<file path="config.mk">
export PLATFORM = sky130hd
export DESIGN_NAME = morse_key_capture
export DESIGN_NICKNAME = d
export VERILOG_FILES = /design/src/rtl/morse_key_capture.sv
export SDC_FILE = /design/constraint.sdc
export NUM_CORES = 1
export LEC_CHECK = 0
export CORE_UTILIZATION = 55
export CTS_CLUSTER_SIZE = 8
export DETAILED_ROUTE_END_ITERATION = 10
export PLACE_DENSITY = 0.77
export SYNTH_ARGS = -nofsm -noshare
export SYNTH_HDL_FRONTEND = slang
export SYNTH_SLANG_ARGS = --single-unit
</file>
<file path="constraint.sdc">
create_clock -name clk -period 3 [get_ports clk]
set_input_delay 0.45 -clock clk [delete_from_list [all_inputs] [get_ports clk]]
set_output_delay 0.45 -clock clk [all_outputs]
set_load 0.05 [all_outputs]
</file>
<file path="src/rtl/morse_key_capture.sv">
// rtl/morse_key_capture.sv - straight-key morse capture: dot/dash timing, symbol buffer, commit
module morse_key_capture #(
    parameter int MAX_LEN    = 5,
    parameter int LEN_W      = 3,
    parameter int DASH_TICKS = 3,
    parameter int GAP_TICKS  = 7,
    parameter int CNT_W      = 8
) (
    input  logic               clk,
    input  logic               rst,
    input  logic               tick,
    input  logic               key,
    input  logic               btn_enter,
    input  logic               btn_back,
    input  logic               btn_clear,
    output logic [MAX_LEN-1:0] morse_code,
    output logic [LEN_W-1:0]   morse_len,
    output logic               decode_valid,
    output logic               overflow,
    output logic               key_active
);

    typedef enum logic [1:0] {
        S_IDLE  = 2'd0,
        S_PRESS = 2'd1,
        S_GAP   = 2'd2
    } state_t;

    localparam logic [MAX_LEN-1:0] ONE      = MAX_LEN'(1);
    localparam logic [LEN_W-1:0]   FULL_LEN = LEN_W'(MAX_LEN);
    localparam logic [LEN_W-1:0]   LAST_POS = LEN_W'(MAX_LEN - 1);
    localparam logic [CNT_W-1:0]   DASH_CNT = CNT_W'(DASH_TICKS);
    localparam logic [CNT_W-1:0]   GAP_CNT  = CNT_W'(GAP_TICKS);
    localparam logic [CNT_W-1:0]   CNT_MAX  = {CNT_W{1'b1}};

    state_t             state_q;
    logic [CNT_W-1:0]   press_cnt_q;
    logic [CNT_W-1:0]   gap_cnt_q;
    logic [MAX_LEN-1:0] code_q;
    logic [LEN_W-1:0]   len_q;
    logic               ovf_q;
    logic               valid_q;
    logic               key_prev_q;
    logic               enter_prev_q;
    logic               back_prev_q;
    logic               clear_prev_q;

    logic key_rise_d, key_fall_d, enter_rise_d, back_rise_d, clear_rise_d;
    logic has_sym_d, dash_d, gap_done_d;

    assign key_rise_d   = key & ~key_prev_q;
    assign key_fall_d   = ~key & key_prev_q;
    assign enter_rise_d = btn_enter & ~enter_prev_q;
    assign back_rise_d  = btn_back & ~back_prev_q;
    assign clear_rise_d = btn_clear & ~clear_prev_q;
    assign has_sym_d    = (len_q != '0);
    assign dash_d       = (press_cnt_q >= DASH_CNT);
    // Timeout fires on the tick that brings gap_cnt up to GAP_TICKS.
    assign gap_done_d   = (GAP_TICKS != 0) && tick && ((gap_cnt_q + CNT_W'(1)) >= GAP_CNT);

    always_ff @(posedge clk or posedge rst) begin
        if (rst) begin
            state_q      <= S_IDLE;
            press_cnt_q  <= '0;
            gap_cnt_q    <= '0;
            code_q       <= '0;
            len_q        <= '0;
            ovf_q        <= 1'b0;
            valid_q      <= 1'b0;
            key_prev_q   <= 1'b0;
            enter_prev_q <= 1'b0;
            back_prev_q  <= 1'b0;
            clear_prev_q <= 1'b0;
        end else begin
            key_prev_q   <= key;
            enter_prev_q <= btn_enter;
            back_prev_q  <= btn_back;
            clear_prev_q <= btn_clear;

            // Clear and the post-commit cycle share the same wipe; neither pulses.
            if (clear_rise_d || valid_q) begin
                state_q     <= S_IDLE;
                press_cnt_q <= '0;
                gap_cnt_q   <= '0;
                code_q      <= '0;
                len_q       <= '0;
                ovf_q       <= 1'b0;
                valid_q     <= 1'b0;
            end else begin
                case (state_q)
                    S_IDLE: begin
                        if (enter_rise_d && has_sym_d) begin
                            valid_q <= 1'b1;
                        end else if (back_rise_d && has_sym_d) begin
                            code_q    <= code_q & ~(ONE << (FULL_LEN - len_q));
                            len_q     <= len_q - LEN_W'(1);
                            gap_cnt_q <= '0;
                        end else if (key_rise_d) begin
                            state_q     <= S_PRESS;
                            press_cnt_q <= '0;
                        end
                    end
                    S_PRESS: begin
                        if (key_fall_d) begin
                            state_q   <= S_GAP;
                            gap_cnt_q <= '0;
                            if (len_q < FULL_LEN) begin
                                if (dash_d) begin
                                    code_q <= code_q | (ONE << (LAST_POS - len_q));
                                end
                                len_q <= len_q + LEN_W'(1);
                            end else begin
                                ovf_q <= 1'b1;
                            end
                        end else if (tick && (press_cnt_q < DASH_CNT)) begin
                            press_cnt_q <= press_cnt_q + CNT_W'(1);
                        end
                    end
                    S_GAP: begin
                        if (enter_rise_d && has_sym_d) begin
                            valid_q <= 1'b1;
                            state_q <= S_IDLE;
                        end else if (gap_done_d) begin
                            // An empty buffer at timeout just drops back to idle.
                            valid_q   <= has_sym_d;
                            state_q   <= S_IDLE;
                            gap_cnt_q <= '0;
                        end else if (back_rise_d && has_sym_d) begin
                            code_q    <= code_q & ~(ONE << (FULL_LEN - len_q));
                            len_q     <= len_q - LEN_W'(1);
                            gap_cnt_q <= '0;
                        end else if (key_rise_d) begin
                            state_q     <= S_PRESS;
                            press_cnt_q <= '0;
                            gap_cnt_q   <= '0;
                        end else if (tick && (gap_cnt_q != CNT_MAX)) begin
                            gap_cnt_q <= gap_cnt_q + CNT_W'(1);
                        end
                    end
                    default: begin
                        state_q <= S_IDLE;
                    end
                endcase
            end
        end
    end

    assign morse_code   = code_q;
    assign morse_len    = len_q;
    assign decode_valid = valid_q;
    assign overflow     = ovf_q;
    assign key_active   = (state_q == S_PRESS);

endmodule

</file>
# ---- Word-level counts from Yosys, hierarchy flattened
# Index checks and enable logic that the tools add are counted.
dict set report word_totals {
  regBits 32
  out_inout_bits 11
  wordCells 124
}
dict set report classes {
  add_sub_neg 6
  n_lt_le_gt_ge 4
  n_eq_ne 16
  shift 2
  n_mux 53
  n_bitwise 13
  n_reduce_logical 19
}
# cell count
set op_table {}
lappend op_table {{$mux W8} 17}
lappend op_table {{$pmux W8 S3} 2}
lappend op_table {{$mux W5} 8}
lappend op_table {{$mux W3} 7}
lappend op_table {{$reduce_and A6 Y1} 3}
lappend op_table {{$add A8 B1 Y8 const B} 2}
lappend op_table {{$ne A3 B3 Y1 const B} 5}
lappend op_table {{$pmux W5 S3} 1}
lappend op_table {{$mux W2} 7}
lappend op_table {{$ne A3 B1 Y1 const B} 4}
lappend op_table {{$shl A1 B3 Y5 const A} 2}
lappend op_table {{$pmux W3 S3} 1}
lappend op_table {{$ge A8 B2 Y1 const B} 1}
lappend op_table {{$ge A8 B3 Y1 const B} 1}
lappend op_table {{$lt A8 B2 Y1 const B} 1}
lappend op_table {{$mux W1} 8}
lappend op_table {{$ne A8 B8 Y1 const B} 1}
lappend op_table {{$reduce_and A7 Y1} 1}
lappend op_table {{$ne A6 B6 Y1 const B} 1}
lappend op_table {{$pmux W2 S3} 1}
lappend op_table {{$reduce_and A3 Y1} 2}
lappend op_table {{$reduce_bool A3 Y1} 2}
lappend op_table {{$sub A3 B3 Y3 const A} 2}
lappend op_table {{$and A1 B1 Y1} 5}
lappend op_table {{19 further kinds} 28}

# ---- Logic depth before layout (Yosys ltp)
# Gate-level depths: netlist of the first run.
dict set report logic_depth {
  ltp_word 9
  ltp_mapped 9
  ltp_nobuf 8
}

# ---- Least setup slack after synthesis of the first run
# No wires, ideal clock.
dict set report synth_path {
  kind {register to register}
  start {register len_q[1], in the netlist morse_len[1]}
  end {register code_q[1], in the netlist morse_code[1]}
  setup_time_ns 0.078
  arrival_ns 2.646
  path_slack_ns 0.276
  stages_incl_launch_ff 10
  n_path_buf 1
  path_cell_list {dfrtp_1 > clkbuf_1 > nor2_1 > ha_1 > or3b_4 > o22a_1 > a221oi_4 > nand2_1 > o31ai_1 > o2bb2ai_1}
}
dict set report synth_between {
  elab_chain_cells 9
  word_cells_on_any_way 24
  cone_classes {2 x add/sub; 1 x order compare; 3 x eq/ne; 2 x shift; 9 x mux; 3 x bitwise; 4 x reduce/logical}
}
# item line_no
set synth_rtl {}
lappend synth_rtl {{start, declared} 40} ;# logic [LEN_W-1:0] len_q;
lappend synth_rtl {{start signal, assigned} 96} ;# len_q <= len_q - LEN_W'(1);
lappend synth_rtl {{start signal, assigned} 111} ;# len_q <= len_q + LEN_W'(1);
lappend synth_rtl {{start signal, assigned} 130} ;# len_q <= len_q - LEN_W'(1);
lappend synth_rtl {{$sub A3 B3 Y3} {95, 129}}
lappend synth_rtl {{$shl A1 B3 Y5} {95, 129}}
lappend synth_rtl {{$not A5 Y5} {95, 129}}
lappend synth_rtl {{$and A5 B5 Y5} {95, 129}}
lappend synth_rtl {{$mux W5} {94, 128}}
lappend synth_rtl {{$mux W5} 123} ;# end else if (gap_done_d) begin
lappend synth_rtl {{$mux W5} 120} ;# if (enter_rise_d && has_sym_d) begin
lappend synth_rtl {{$pmux W5 S3} 90} ;# case (state_q)
lappend synth_rtl {{$mux W5} 81} ;# if (clear_rise_d || valid_q) begin
lappend synth_rtl {{end signal, assigned} 95} ;# code_q <= code_q & ~(ONE << (FULL_LEN - len_q));
lappend synth_rtl {{end signal, assigned} 109} ;# code_q <= code_q | (ONE << (LAST_POS - len_q));
lappend synth_rtl {{end signal, assigned} 129} ;# code_q <= code_q & ~(ONE << (FULL_LEN - len_q));
lappend synth_rtl {{end, declared} 39} ;# logic [MAX_LEN-1:0] code_q;
# Parallel ways exist; a longest one is shown, timed or not. The select of a mux whose other input is x is not followed.
# A chain may end at the register's enable or synchronous reset.

# ---- Worst setup path in the final report of the first run
# Ends and elaborated chain as after synthesis.

==> impl_metrics.ini, run 1 <==
[outcome]
status = complete, no violations

[placement]
dpl.hpwl_mm = 3.45
portBuffers = 17
routabilityCongestion = 0.891

[floorplan]
initial_core_util_pct = 58.8
coreArea_sq_mm = 0.00342
die_w_microns = 62.4
dieArea_sq_mm = 0.00389
ios = 18
placementRows = 21
die_y_microns = 62.4

[cts]
clkSlewWorstSetupHoldPaths_ns = 0.10
cts_resized = 0
cts_root_buf = clkbuf_4
cts_setup_buffers = 0
cts_tree = yes
cts_buffers = 5
cts-htree-levels = 2
insertion_delay_ns = 0.33
hold_buffers = 0
cts_buffer_depth = 2
clock-sinks = 32

[routing]
drt.antenna.violating_nets = 0
wl_per_cell_microns = 17.1
wirelength_mm = 4.76
dr.pass1.iters = 5
drtIter0Drc = 133
drc = 0
vias_per_cell = 6.51
num_vias = 1816

[layout]
drive_gt1_share_pct = 11.2
nNetsFinal = 245
seqCellArea_sq_um = 801
multi_input_area_sq_mm = 0.00113
syn2layout_area_growth_pct = 13.4
num-fill-cells = 286
antenna_cells = 0

[synthesis]
synth-edff-count = 0
synthesis.nets = 226
synth_xor_area_share_pct = 0.873
synth_flop_cell = dfrtp_1
synth_area_sq_mm = 0.00201
synth_compound_area_share_pct = 21.9
synth-simple-area-share_pct = 29.1
syn_inst = 213
yosys_warnings = 0
async_flop_share_pct = 100
yosysUniqueCellTypes = 66
ys_seq_area_share_pct = 39.9
synthMuxAreaShare_pct = 0.561
ys_seq_elements = 32
synth_top_family_by_area = simple AND/OR/NAND/NOR gates
synth_adder_area_share_pct = 4.11
avgSynthCellArea_sq_um = 9.42

[global_routing]
antenna_found_initial = 0
grt_pass1_vias = 1689
grt_overflow = 0
grt_util_all_layers_pct = 26.9
grt_pass1_wl_mm = 8.19
grt_max_degree = 33

[sta]
period_share_pct = 87.0
slew_headroom_pct = 63.7
grt_setup_unrepaired = false
final_max_slew_viol_count = 0
fmax_mhz = 383
hold_violations = 0
period_minus_slack_ns = 2.61
setup_viol = 0
fin_skew_ns = 0.00844
worst_pin_slew_ns = 0.543
fin_setup_tns_ns = 0

[pwr]
vdd_ir_drop_max_uv = 683
finalPower_mw = 1.78
p_leak_nw = 0.934
power.density_mw_per_mm2 = 784

[worst_setup_path]
crit_path_max_fanout = 10
crit_path_start_kind = flip-flop
required_ns = 3.26
worstSetupPathType = flip-flop to flip-flop
r2r_setup_slack_ns = 0.39
end_kind = flip-flop
arrival_ns = 2.87

[hold_path]
hp-class = flip-flop to flip-flop

[flow_run]
cap_violations = 0
-- cell usage after synthesis, types with 2 or more instances --
library cell	count	area share, %
o31ai_1	3	1.1
buf_2	4	1.0
ha_1	5	3.1
o21ai_1	5	1.2
a21oi_1	6	1.5
dfrtp_1	32	40
nand3b_1	2	0.75
a21o_1	2	0.75
nand3_1	10	2.5
a31oi_1	8	2.5
inv_1	8	1.5
nor3_1	5	1.2
nor4_1	3	0.94
nand4_1	5	1.6
clkbuf_1	3	0.56
o21ai_0	9	2.2
and3_1	4	1.2
nor4_4	2	2.1
nor2b_1	2	0.62
nand2_1	14	2.6
o31a_1	2	0.87
o22ai_1	2	0.62
and2_1	8	2.5
nor2_1	24	4.5
nor3b_1	2	0.75
a41oi_1	3	1.3
-- placed cells by master (no fill, tap or decap), drive strengths merged, types with 2 or more instances in the layout --
cell / Yosys / layout
a21o: 2 / 2
a21oi: 6 / 6
a31o: 2 / 2
a31oi: 8 / 8
a32oi: 2 / 2
a41oi: 4 / 4
and2: 9 / 9
and3: 4 / 4
buf: 5 / 3
clkbuf: 3 / 6
clkdlybuf4s50: 0 / 17
clkinv: 0 / 2
dfrtp: 32 / 32
ha: 5 / 5
inv: 8 / 8
nand2: 15 / 15
nand3: 10 / 10
nand3b: 2 / 2
nand4: 5 / 5
nor2: 24 / 24
nor2b: 3 / 3
nor3: 6 / 6
nor3b: 3 / 3
nor4: 5 / 5
o21ai: 14 / 14
o22ai: 2 / 2
o31a: 2 / 2
o31ai: 3 / 3
or3b: 2 / 2
-- cells by family (layout without fill, tap and decap cells) --
| group | Yosys count | count (layout) |
|---|---|---|
| adders and majority gates | 6 | 6 |
| muxes | 1 | 1 |
| AOI/OAI and AO/OA | 59 | 59 |
| and+or+nand+nor | 97 | 97 |
| DFF | 32 | 32 |
| xor gates and xnor gates | 2 | 2 |
| buffers and inverters | 16 | 36 |
-- per-stage QoR --
stage	hold WS [ns]	std cells	area [sq um]	setup slack [ns]	utilization, %
global route	0.524	279	2280	0.203	66.6
detailed placement	0.476	271	2210	0.408	64.8
finish	0.494	279	2280	0.390	66.6
floorplan	0.459	213	2010	0.276	-
global placement	0.463	271	2210	0.457	64.8
CTS	0.499	279	2280	0.428	66.6
-- metal layers --
| metal | wire length, microns | vias to the layer above | track usage, % |
|---|---|---|---|
| met5 | 0 | - | 0 |
| met4 | 106 | 0 | 8.72 |
| met3 | 304 | 15 | 6.57 |
| met2 | 2270 | 89 | 41.8 |
| met1 | 2070 | 877 | 36.9 |
| li1 | - | 835 | - |
-- flip-flops by register name, indices dropped and copies added (netlist names) --
register / cells
back_prev_q: 1
decode_valid: 1
press_cnt_q: 8
enter_prev_q: 1
clear_prev_q: 1
gap_cnt_q: 8
morse_code: 5
overflow: 1
morse_len: 3
state_q: 2
key_prev_q: 1
-- critical path, cell delays in order (launching register included) --
cell	delay (ns)
dfrtp_1	0.54
nor2_1	0.13
ha_1	0.27
or3b_4	0.42
o22a_1	0.25
a221oi_4	0.46
nand2_1	0.09
o31ai_1	0.24
o2bb2ai_1	0.14
-- where the power goes --
part	internal [mW]	total, mW	switching [mW]
Clock	0.111	0.262	0.151
Sequential	0.494	0.589	0.0948
Combinational	0.340	0.932	0.591
-- final timing paths --
check / cells past startpoint / end / startpoint
setup reg to reg: 8 / morse_code[1] / morse_len[1]
min in group asynchronous: 3 / press_cnt_q[1] / rst
hold / removal: 1 / morse_code[2] / morse_code[2]
setup / recovery: 8 / morse_code[1] / morse_len[1]
max in group asynchronous: 3 / gap_cnt_q[7] / rst
hold reg to reg: 1 / morse_code[2] / morse_code[2]
-- cell type report --
class                           instances  area share [%]
Clock buffer                            6            2.25
Clock inverter                          2           0.440
Inverter                                8            1.32
Multi-Input combinational cell        165            49.8
Sequential cell                        32            35.2
Tap cell                               46            2.53
Timing Repair Buffer                   20            8.47
Note: power is estimated with default switching activity, not from simulation.
==> inputs of run 2 (changes only) <==
--- a/config.mk
+++ b/config.mk
@@ -5,6 +5,7 @@
 export SDC_FILE = /design/constraint.sdc
 export NUM_CORES = 1
 export LEC_CHECK = 0
+export CAP_MARGIN = 20
 export CORE_UTILIZATION = 55
 export CTS_CLUSTER_SIZE = 8
 export DETAILED_ROUTE_END_ITERATION = 10
==> results of run 2 <==
Final layout, timing and power as in run 1 (identical DEF).
